### config.mk
export PLATFORM = sky130hd
export DESIGN_NAME = mem_port_sched
export DESIGN_NICKNAME = d
export VERILOG_FILES = /design/src/rtl/mem_port_sched.sv
export SDC_FILE = /design/constraint.sdc
export NUM_CORES = 1
export LEC_CHECK = 0
export ABC_AREA = 1
export CORE_ASPECT_RATIO = 1.25
export CORE_MARGIN = 2
export CORE_UTILIZATION = 40
export CTS_BUF_LIST = sky130_fd_sc_hd__clkbuf_8
export DETAILED_ROUTE_END_ITERATION = 8
export PLACE_DENSITY = 0.78
export SLEW_MARGIN = 20
export SYNTH_ARGS = -nofsm -noshare
export SYNTH_HDL_FRONTEND = slang
export SYNTH_SLANG_ARGS = --single-unit
export TNS_END_PERCENT = 10
### constraint.sdc
create_clock -name clk -period 2.03 [get_ports clk]
set_input_delay 0.406 -clock clk [delete_from_list [all_inputs] [get_ports clk]]
set_output_delay 0.406 -clock clk [all_outputs]
set_load 0.01 [all_outputs]
### src/rtl/mem_port_sched.sv
// Memory read-port scheduler: shares one byte-wide read port between
// instruction fetch (fixed 4-byte word) and data load (1..8 bytes).
// One byte is read per cycle. The assembled little-endian result is
// published together with a one-cycle ack.
//
// state  | meaning
// -------+-------------------------------------------------------------
// IDLE   | port parked at address 0, arbitrating the eligible requests
// FETCH  | streaming IF_BYTES bytes into the instruction assembly reg
// LOAD   | streaming 1..LD_MAX bytes into the load assembly reg
module mem_port_sched #(
  parameter int ADDR_W   = 10,
  parameter int IF_BYTES = 4,
  parameter int LD_MAX   = 8
) (
  input  logic                  clk,
  input  logic                  reset,
  output logic [ADDR_W-1:0]     mem_raddr,
  input  logic [7:0]            mem_rdata,
  input  logic                  if_req,
  input  logic [ADDR_W-1:0]     if_addr,
  output logic                  if_ack,
  output logic [8*IF_BYTES-1:0] if_ins,
  input  logic                  ld_req,
  input  logic [ADDR_W-1:0]     ld_addr,
  input  logic [3:0]            ld_bytes,
  output logic                  ld_ack,
  output logic [8*LD_MAX-1:0]   ld_data,
  output logic                  busy
);

  localparam int CNT_W = $clog2(LD_MAX);
  localparam int LEN_W = CNT_W + 1;
  localparam logic [LEN_W-1:0] IF_LEN     = LEN_W'(IF_BYTES);
  localparam logic [LEN_W-1:0] LD_MAX_LEN = LEN_W'(LD_MAX);
  localparam logic GRANT_IF = 1'b0;
  localparam logic GRANT_LD = 1'b1;

  typedef enum logic [1:0] {
    S_IDLE  = 2'd0,
    S_FETCH = 2'd1,
    S_LOAD  = 2'd2
  } state_t;

  state_t                  state_q, state_d;
  logic                    last_grant_q, last_grant_d;
  logic [ADDR_W-1:0]       base_q, base_d;
  logic [LEN_W-1:0]        len_q, len_d;
  logic [CNT_W-1:0]        cnt_q, cnt_d;
  logic [8*LD_MAX-1:0]     asm_q, asm_d;
  logic [8*IF_BYTES-1:0]   if_ins_q, if_ins_d;
  logic [8*LD_MAX-1:0]     ld_data_q, ld_data_d;
  logic                    if_ack_q, if_ack_d;
  logic                    ld_ack_q, ld_ack_d;

  logic                    if_elig, ld_elig;
  logic                    grant_if, grant_ld;
  logic [LEN_W-1:0]        ld_len;
  logic                    last_beat;

  // Read address: parked at zero when idle, base plus beat index otherwise (wraps naturally).
  always_comb begin
    if (state_q == S_IDLE) begin
      mem_raddr = '0;
    end else begin
      mem_raddr = base_q + {{(ADDR_W-CNT_W){1'b0}}, cnt_q};
    end
  end

  // Next-state logic: arbitration in IDLE, byte-lane capture while transferring.
  always_comb begin
    state_d      = state_q;
    last_grant_d = last_grant_q;
    base_d       = base_q;
    len_d        = len_q;
    cnt_d        = cnt_q;
    asm_d        = asm_q;
    if_ins_d     = if_ins_q;
    ld_data_d    = ld_data_q;
    if_ack_d     = 1'b0;
    ld_ack_d     = 1'b0;

    // A port whose ack is showing this cycle must not be re-granted on the same edge.
    if_elig  = if_req && !if_ack_q;
    ld_elig  = ld_req && !ld_ack_q;
    grant_if = if_elig && (!ld_elig || (last_grant_q == GRANT_LD));
    grant_ld = ld_elig && !grant_if;

    if ((ld_bytes == '0) || (ld_bytes > LD_MAX_LEN)) begin
      ld_len = LD_MAX_LEN;
    end else begin
      ld_len = ld_bytes;
    end

    last_beat = ({1'b0, cnt_q} == (len_q - LEN_W'(1)));

    case (state_q)
      S_IDLE: begin
        // Round-robin pointer only moves when both sides actually contended.
        if (if_elig && ld_elig) begin
          last_grant_d = grant_if ? GRANT_IF : GRANT_LD;
        end
        if (grant_if) begin
          base_d  = if_addr;
          len_d   = IF_LEN;
          cnt_d   = '0;
          asm_d   = '0;
          state_d = S_FETCH;
        end else if (grant_ld) begin
          base_d  = ld_addr;
          len_d   = ld_len;
          cnt_d   = '0;
          asm_d   = '0;
          state_d = S_LOAD;
        end
      end
      S_FETCH, S_LOAD: begin
        asm_d[{cnt_q, 3'b000} +: 8] = mem_rdata;
        cnt_d = cnt_q + CNT_W'(1);
        if (last_beat) begin
          state_d = S_IDLE;
          if (state_q == S_FETCH) begin
            if_ack_d = 1'b1;
            if_ins_d = asm_d[8*IF_BYTES-1:0];
          end else begin
            ld_ack_d  = 1'b1;
            ld_data_d = asm_d;
          end
        end
      end
      default: begin
        state_d = S_IDLE;
      end
    endcase
  end

  // State and registered outputs; reset discards any transfer in flight.
  always_ff @(posedge clk) begin
    if (reset) begin
      state_q      <= S_IDLE;
      last_grant_q <= GRANT_LD;
      base_q       <= '0;
      len_q        <= '0;
      cnt_q        <= '0;
      asm_q        <= '0;
      if_ins_q     <= '0;
      ld_data_q    <= '0;
      if_ack_q     <= 1'b0;
      ld_ack_q     <= 1'b0;
    end else begin
      state_q      <= state_d;
      last_grant_q <= last_grant_d;
      base_q       <= base_d;
      len_q        <= len_d;
      cnt_q        <= cnt_d;
      asm_q        <= asm_d;
      if_ins_q     <= if_ins_d;
      ld_data_q    <= ld_data_d;
      if_ack_q     <= if_ack_d;
      ld_ack_q     <= ld_ack_d;
    end
  end

  assign if_ack  = if_ack_q;
  assign ld_ack  = ld_ack_q;
  assign if_ins  = if_ins_q;
  assign ld_data = ld_data_q;
  assign busy    = (state_q != S_IDLE);

endmodule

---- Yosys cells after proc, flatten, opt, wreduce, memory -nomap -nowiden ----
Index checks and enable logic that the tools add are counted.
storage, ports and cells
  bits in registers ....................... 182
  bits of input ports ..................... 36
  output and inout port bits .............. 109
  logic and storage cells ................. 69
cells by class
  add/subtract/negate cells ............... 4
  magnitude comparators ................... 1
  equality and inequality tests ........... 5
  shift operators ......................... 2
  muxes and demuxes ....................... 20
  bitwise operators ....................... 3
  reductions and logical operators ........ 24
operator list
  cell                                                   count
  2-to-1 mux 64 bit                                      2
  one-hot mux 64 bit (2 select lines)                    1
  bitwise mux 64 bit                                     1
  variable shift 8 x 8 -> 64 bit (first input constant)  1
  variable part select 8 x 8 -> 64 bit                   1
  2-to-1 mux 10 bit                                      3
  2-to-1 mux 4 bit                                       3
  adder 10 x 3 -> 10 bit                                 1
  negation 6 -> 8 bit                                    1
  AND reduction 2 bit                                    4
  2-to-1 mux 2 bit                                       3
  2-to-1 mux 3 bit                                       2
  one-hot mux 3 bit (2 select lines)                     1
  AND reduction 3 bit                                    2
  nonzero test 2 bit                                     3
  logical AND 1 bit                                      5
  equality test 3 x 4 -> 1 bit                           1
  > comparator 4 bit (second input constant)             1
  logical NOT 1 bit                                      4
  logical NOT 4 bit                                      1
  one-hot mux 2 bit (2 select lines)                     1
  subtractor 4 x 1 -> 4 bit (second input constant)      1
  adder 3 x 1 -> 3 bit (second input constant)           1
  2-to-1 mux 1 bit                                       3
  9 further kinds                                        12

---- Logic depth before layout (Yosys ltp) ----
Gate-level depths: netlist of the first run.
  word-level depth ........................ 10
  mapped depth ............................ 14
  depth with buffers taken out ............ 12

---- Least setup slack after synthesis of the first run ----
OpenSTA, ideal clock, no wires.
  path type ............................... reg-to-reg
  from .................................... register cnt_q[0]
  to ...................................... register ld_data_q[54], in the netlist ld_data[54]
  setup time .............................. 0.070 ns
  arrival time ............................ 2.068 ns
  required time ........................... 1.960 ns
  path slack .............................. -0.109 ns
  stages on the path, launching flop included .. 11
  buffers on the path ..................... 2
  clock period less this slack ............ 2.139 ns
  cell sequence ........................... dfxtp_1 -> buf_6 -> inv_4 -> ha_1 -> ha_1 -> buf_2 -> nor2_2 -> nand2_1 -> o21ai_0 -> nand4_1 -> a21oi_1
on the way
  longest elaborated chain between the ends .. 3
  elaborated cells on any way between the ends .. 6
  those cells by class .................... add/sub: 1; eq/ne: 1; shift: 2; mux: 1; reduce/logical: 1
ends and longest elaborated chain
  what                                                                                    line  RTL
  from (decl)                                                                             49    logic [CNT_W-1:0] cnt_q, cnt_d;
  from (signal assigned)                                                                  155   cnt_q <= cnt_d;
  negation 6 -> 8 bit                                                                     118   asm_d[{cnt_q, 3'b000} +: 8] = mem_rdata;
  variable part select 8 x 8 -> 64 bit or variable shift 8 x 8 -> 64 bit (tied branches)  118
  bitwise mux 64 bit                                                                      118
  to (signal assigned)                                                                    158   ld_data_q <= ld_data_d;
  to (decl)                                                                               52    logic [8*LD_MAX-1:0] ld_data_q, ld_data_d;
Several ways; a longest one is shown, not always the timed one.
A chain may end at the register's enable or synchronous reset.

---- Worst setup path after layout of the first run ----
  from .................................... register base_q[0]
  to ...................................... output mem_raddr[6]
on the way
  longest elaborated chain between the ends .. 2
ends and longest elaborated chain
  what                    line  RTL
  from (decl)             47    logic [ADDR_W-1:0] base_q, base_d;
  from (signal assigned)  153   base_q <= base_d;
  adder 10 x 3 -> 10 bit  66    mem_raddr = base_q + {{(ADDR_W-CNT_W){1'b0}}, cnt_q};
  2-to-1 mux 10 bit       63    if (state_q == S_IDLE) begin
  to (decl)               18    output logic [ADDR_W-1:0] mem_raddr,
No other way between the ends.

==> results of run 1 <==
==> flip-flops by register name (all words and copies together) (netlist names) <==
name	flops
len_q	4
ld_data	64
if_ins	32
state_q	2
cnt_q	3
last_grant_q	1
ld_ack	1
asm_q	64
if_ack	1
base_q	10
==> per-stage QoR <==
| stage | hold slack (ns) | worst slack [ns] | setup TNS, ns | cells |
|---|---|---|---|---|
| after floorplan | 0.439 | -0.0373 | -0.376 | 1199 |
| after global placement | 0.449 | -0.384 | -12.46 | 1610 |
| after detailed placement | 0.451 | -0.423 | -18.38 | 1610 |
| after CTS | 0.206 | -0.492 | -3.25 | 1645 |
| after global routing | 0.220 | -0.549 | -16.13 | 1649 |
| final | 0.230 | -0.470 | -4.28 | 1649 |
==> layer usage <==
layer	routed length, µm	GRT usage
met1	10600	0.273
met4	722	0.102
met5	0	0
met2	12900	0.381
met3	1420	0.0402
==> logic make-up (layout without fill, tap and decap cells) <==
logic type / count (synthesis) / in the layout / synth area share
AOI/OAI and AO/OA: 260 / 260 / 0.156
buffers and inverters: 166 / 340 / 0.0851
and+or+nand+nor: 575 / 577 / 0.305
DFF: 182 / 182 / 0.430
xor gates and xnor gates: 2 / 2 / 0.00207
adders and majority gates: 14 / 14 / 0.0216
==> synth_stat cells <==
| master | count | area, µm² |
|---|---|---|
| nor2_8 | 1 | 20.0 |
| nand3_2 | 1 | 10.0 |
| nor3_1 | 1 | 5.00 |
| xor2_1 | 1 | 8.76 |
| buf_6 | 7 | 78.8 |
| and3_1 | 1 | 6.26 |
| o211ai_1 | 1 | 7.51 |
| xnor2_1 | 1 | 8.76 |
| fa_1 | 1 | 20.0 |
| clkbuf_1 | 51 | 191 |
| o21bai_1 | 1 | 7.51 |
| a21oi_1 | 184 | 921 |
| o21ai_1 | 12 | 60.1 |
| nand3_4 | 2 | 35.0 |
| buf_4 | 1 | 7.51 |
| dfxtp_1 | 182 | 3640 |
| inv_4 | 1 | 6.26 |
| nor2_1 | 105 | 394 |
| a31oi_1 | 5 | 31.3 |
| nand3_1 | 74 | 370 |
| o21ai_0 | 52 | 260 |
| ha_1 | 13 | 163 |
| nor2_2 | 1 | 6.26 |
| nand3b_1 | 2 | 15.0 |
| and2_1 | 4 | 25.0 |
| nand2_1 | 283 | 1060 |
| nand2_2 | 6 | 37.5 |
| buf_2 | 31 | 155 |
| a221oi_1 | 1 | 8.76 |
| nor2_4 | 1 | 11.3 |
| inv_1 | 68 | 255 |
| nand4_1 | 87 | 544 |
| o22ai_1 | 4 | 25.0 |
| clkinv_1 | 2 | 7.51 |
| inv_2 | 3 | 11.3 |
| buf_1 | 2 | 7.51 |
| nor2b_1 | 6 | 37.5 |
==> area by class of cell <==
| type | count | area, µm² |
|---|---|---|
| Timing Repair Buffer | 234 | 2260 |
| Inverter | 74 | 285 |
| Tap cell | 274 | 343 |
| Multi-Input combinational cell | 853 | 4550 |
| Clock inverter | 13 | 115 |
| Sequential cell | 182 | 3650 |
| Fill cell | 1981 | 9340 |
| Clock buffer | 19 | 262 |
==> how the worst max path moves through the flow <==
stage                                 from                     end  slack (ns)  cells after the start
finish              base_q[0]$_SDFFE_PP0P_            mem_raddr[6]       -0.47                     12
global route        base_q[0]$_SDFFE_PP0P_            mem_raddr[8]       -0.55                     12
CTS                 base_q[0]$_SDFFE_PP0P_            mem_raddr[8]       -0.49                     12
detailed placement  base_q[0]$_SDFFE_PP0P_            mem_raddr[8]       -0.42                     12
global placement    base_q[0]$_SDFFE_PP0P_            mem_raddr[8]       -0.38                     12
floorplan            cnt_q[0]$_SDFFE_PP0P_  if_ins[1]$_SDFFE_PP0P_       -0.04                     11
==> power by group through the flow <==
stage	Sequential, mW	Clock (mW)	Combinational [mW]
after detailed placement	3.89	0	4.39
after CTS	3.82	2.44	4.63
after global placement	3.88	0	4.33
final	3.83	2.40	4.95
after floorplan	3.88	0	2.83
after global routing	3.84	2.59	5.32
==> cell usage in the layout, fill, tap and decap left out, types with 7 or more instances in the layout <==
| cell | Yosys | layout |
|---|---|---|
| a21oi_1 | 184 | 170 |
| a21oi_2 | 0 | 13 |
| buf_12 | 0 | 13 |
| buf_2 | 31 | 10 |
| buf_4 | 1 | 68 |
| buf_6 | 7 | 9 |
| clkbuf_8 | 0 | 19 |
| clkdlybuf4s50_1 | 0 | 132 |
| dfxtp_1 | 182 | 175 |
| inv_1 | 68 | 63 |
| inv_2 | 3 | 8 |
| nand2_1 | 283 | 274 |
| nand2_2 | 6 | 8 |
| nand2_4 | 0 | 9 |
| nand3_1 | 74 | 72 |
| nand4_1 | 87 | 87 |
| nor2_1 | 105 | 82 |
| nor2_2 | 1 | 18 |
| nor2_4 | 1 | 7 |
| o21ai_0 | 52 | 17 |
| o21ai_1 | 12 | 18 |
| o21ai_2 | 0 | 28 |
==> what timing repair did <==
action                     4_1_cts  5_1_grt
pin swaps                       16       34
setup endpoints to repair      165      156
buffers inserted                 3        3
resized for setup              121       85
cloned                           1        1
==> critical path, stage by stage (launching register included) <==
cell	delay, ns
dfxtp_2	0.36
ha_4	0.14
inv_2	0.04
fa_2	0.33
inv_2	0.08
nand3_2	0.07
nand2_2	0.07
nand2_1	0.06
inv_2	0.09
buf_4	0.12
a21oi_2	0.04
nor2_1	0.09
buf_2	0.13
==> results_dict.tcl, run 1 <==
set metrics [dict create \
    fp.dieH_um 167 \
    numClockSinks 182 \
    critPathCaptureType "output pin" \
    swShare 0.438 \
    firstDrtPassIters 5 \
    avgSynthCellArea_um2 7.06 \
    r2r_slack_ns -0.13 \
    violations "setup timing" \
    setup_ws_ns -0.470 \
    start_util 0.407 \
    ctsHoldBuffers 0 \
    row_count 59 \
    cp-start-kind "register" \
    worstPathRequired_ns 1.62 \
    fin_crit_ns 2.50 \
    dr.first_iter.drc_count 825 \
    final-setup-viol-count 54 \
    via_per_inst 5.33 \
    fin_worst_skew_ns 0.0191 \
    antenna_cells 0 \
    nNetsFinal 1412 \
    r2r_end "asm_q[38]$_SDFFE_PP0P_" \
    cts-buffers-inserted 17 \
    htreeDepth 4 \
    ant_nets 0 \
    clock.fmax_ghz 0.400 \
    hold_viol 0 \
    gp_congestion 0.953 \
    outcome "complete, but fails checks" \
    fin_area_um2 11500 \
    reg2reg_from "cnt_q[1]$_SDFFE_PP0P_" \
    drive_above_1_share 0.185 \
    finish.utilization 0.551 \
    worstHoldStart "reset" \
    crit_path_max_fanout 4 \
    synth_seq_area_share 0.430 \
    total_power_mw 11.2 \
    finalWirelength_um 25600 \
    vdd_drop_max_uv 635 \
    ys_warn_count 0 \
    routedWlPerCell_um 15.5 \
    dpl_cell_area_um2 10600 \
    gr-usage-all-layers 0.223 \
    min_path_cells 2 \
    fp.dieW_um 134 \
    drc 0 \
    hold_class "input pin to register" \
    die_area_um2 22400 \
    clockRootBuffer "clkbuf_8" \
    clock_latency_ns 0.49 \
    cts_tree "done" \
    cts_buffer_depth 2 \
    overflow 0 \
    switchingPower_mw 4.90 \
    area_growth_pct 35.5 \
    hold_end "base_q[1]$_SDFFE_PP0P_" \
    power_frac_seq 0.342 \
    num_vias 8783 \
    clkPwrFrac 0.215 \
    crit_type "register to output pin" \
    dp_hpwl_um 17100 \
    grt_max_degree 83 \
    p_per_area_nw_per_um2 974 \
    post-route-period-util 1.23 \
    r2r_cells 13 \
    rsz0062_at_grt "true" \
    antenna_found_initial 0 \
    combPwrFrac 0.443 \
    ys_ff_latch 182 \
    relSlewSlack 0.737 \
    grt_pass1_wl_um 40400 \
    synth_nets 1249 \
    tightestPinTransition_ns 0.394 \
    clk_pin_slew_ns 0.10 \
    intPower_mw 6.27 \
    grt_pass1_vias 8206 \
    slew_violations 0 \
    syn_area_um2 8470 \
    coreArea_um2 20800 \
    portBuffers 144 \
    num_io_pins 145 \
    max_cap_violations 0 \
    cp.arrival_ns 2.09 \
    yosysUniqueCellTypes 37 \
    synth_cells 1199 \
    p_leak_nw 4.29 \
]
(Power assumes the default switching activity.)
==> run 2: changes to the inputs <==
- CAP_MARGIN: not set -> 20
==> results of run 2 <==
No change in the layout: final DEF, timing and power equal those of run 1.
==> run 3: changes to the inputs <==
- PLACE_DENSITY: 0.78 -> 0.75
==> run 3 against run 2 <==
The flow still finishes with violations (setup timing). Fmax is 0.29% lower. Sequential share of layout area increased by 0.34 points. Setup slack worse by 0.0073 ns. Cell count hardly changed. Critical path type unchanged.
==> results_dict.tcl, run 3 (synthesis gave the netlist of run 1 again) <==
set metrics [dict create \
    layout_common_cells "nand2_1, a21oi_1, dfxtp_1, clkdlybuf4s50_1, nand4_1" \
    intPower_mw 6.61 \
    cp-start-kind "register" \
    htreeDepth 4 \
    swShare 0.419 \
    critPathCaptureType "output pin" \
    portBuffers 144 \
    crit_chain "ha_4, inv_2, fa_2, inv_2, nand3_2, nand2_2, nand2_1, inv_2, buf_4, buf_6, nor3_2, buf_2" \
    max_cap_violations 0 \
    slew_violations 0 \
    clock.fmax_ghz 0.399 \
    ant_nets 0 \
    worstPathRequired_ns 1.62 \
    total_power_mw 11.4 \
    area_growth_pct 34.1 \
    gr-usage-all-layers 0.226 \
    grt_max_degree 97 \
    fill_cells 1983 \
    grt_pass1_vias 8138 \
    cts_tree "done" \
    critPathBufInv 6 \
    overflow 0 \
    dp_hpwl_um 17200 \
    critPathTopFamily "buffers and inverters" \
    seqCellArea_um2 3650 \
    crit_path_max_fanout 4 \
    routedWlPerCell_um 15.4 \
    p_leak_nw 4.21 \
    tightestPinTransition_ns 0.456 \
    cp_common_cell "inv_2" \
    final_common_cell "nand2_1" \
    ctsHoldBuffers 0 \
    coreArea_um2 20800 \
    finalWirelength_um 25400 \
    via_per_inst 5.31 \
    cts_buffer_depth 2 \
    power_frac_seq 0.336 \
    vdd_drop_max_uv 746 \
    cts-buffers-inserted 17 \
    fin_crit_ns 2.51 \
    clk_pin_slew_ns 0.10 \
    hold_viol 0 \
    whs_ns 0.243 \
    outcome "complete, but fails checks" \
    drc 0 \
    start_util 0.407 \
    antenna_cells 0 \
    switchingPower_mw 4.76 \
    cpPeakStageDelay_ns 0.37 \
    clkPwrFrac 0.222 \
    violations "setup timing" \
    fp.dieH_um 167 \
    hold_class "input pin to register" \
    grt_pass1_wl_um 40700 \
    final-setup-viol-count 77 \
    clock_latency_ns 0.49 \
    nNetsFinal 1412 \
    clockRootBuffer "clkbuf_8" \
    fin_worst_skew_ns 0.0157 \
    firstDrtPassIters 6 \
    antenna_found_initial 0 \
    cp.arrival_ns 2.10 \
    multi_input_area_um2 4370 \
    post-route-period-util 1.24 \
    relSlewSlack 0.696 \
    fp.dieW_um 134 \
    dr.first_iter.drc_count 647 \
    num_io_pins 145 \
    crit_type "register to output pin" \
    place_ws_ns -0.447 \
    num_vias 8752 \
    numClockSinks 182 \
    drive_above_1_share 0.161 \
    row_count 59 \
    gp_congestion 0.861 \
    p_per_area_nw_per_um2 1000 \
    setup_ws_ns -0.477 \
    combPwrFrac 0.442 \
    rsz0062_at_grt "true" \
    slowest_stage "dfxtp_2" \
    die_area_um2 22400 \
]
[run 3: path summary, 6_finish.rpt]
path,start,end,slack (ns),depth (start not counted)
min,reset,base_q[7]$_SDFFE_PP0P_,0.24,2
max,cnt_q[0]$_SDFFE_PP0P_,mem_raddr[4],-0.48,12
min reg2reg,state_q[1]$_SDFFE_PP0P_,state_q[1]$_SDFFE_PP0P_,0.47,2
max reg2reg,cnt_q[0]$_SDFFE_PP0P_,asm_q[37]$_SDFFE_PP0P_,-0.16,13
[run 3: cell type report]
type                            count  area share
Multi-Input combinational cell    851       0.385
Sequential cell                   182       0.322
Timing Repair Buffer              236       0.203
Tap cell                          274      0.0302
Inverter                           74      0.0250
Clock buffer                       18      0.0218
Clock inverter                     13      0.0130
[run 3: through the flow]
| step | util | instance area (µm²) | setup TNS, ns | instances |
|---|---|---|---|---|
| global route | 0.545 | 11400 | -20.80 | 1648 |
| CTS | 0.539 | 11200 | -5.64 | 1646 |
| floorplan | - | 8480 | -0.376 | 1199 |
| global placement | 0.514 | 10700 | -20.52 | 1614 |
| detailed placement | 0.514 | 10700 | -23.13 | 1614 |
| finish | 0.545 | 11400 | -6.42 | 1648 |
[run 3: repair_timing]
item / 4_1_cts / 5_1_grt
endpoints found under the setup margin: 170 / 165
pin swaps: 6 / 7
resized for setup: 96 / 43
setup buffers: 1 / 2
[run 3: power groups by stage]
stage	registers (mW)	clock network, mW	logic, mW
after CTS	3.82	2.57	4.87
after global routing	3.84	2.71	5.41
final	3.82	2.53	5.02
after detailed placement	3.89	0	4.67
after global placement	3.88	0	4.64
after floorplan	3.88	0	2.83
[run 3: routing by layer]
metal  vias up  track usage  share of wire
li1       4330            -              -
met4         0       0.0975          0.033
met2       301        0.396           0.50
met5         -            0              0
met3        60       0.0362          0.063
met1      4061        0.272           0.40
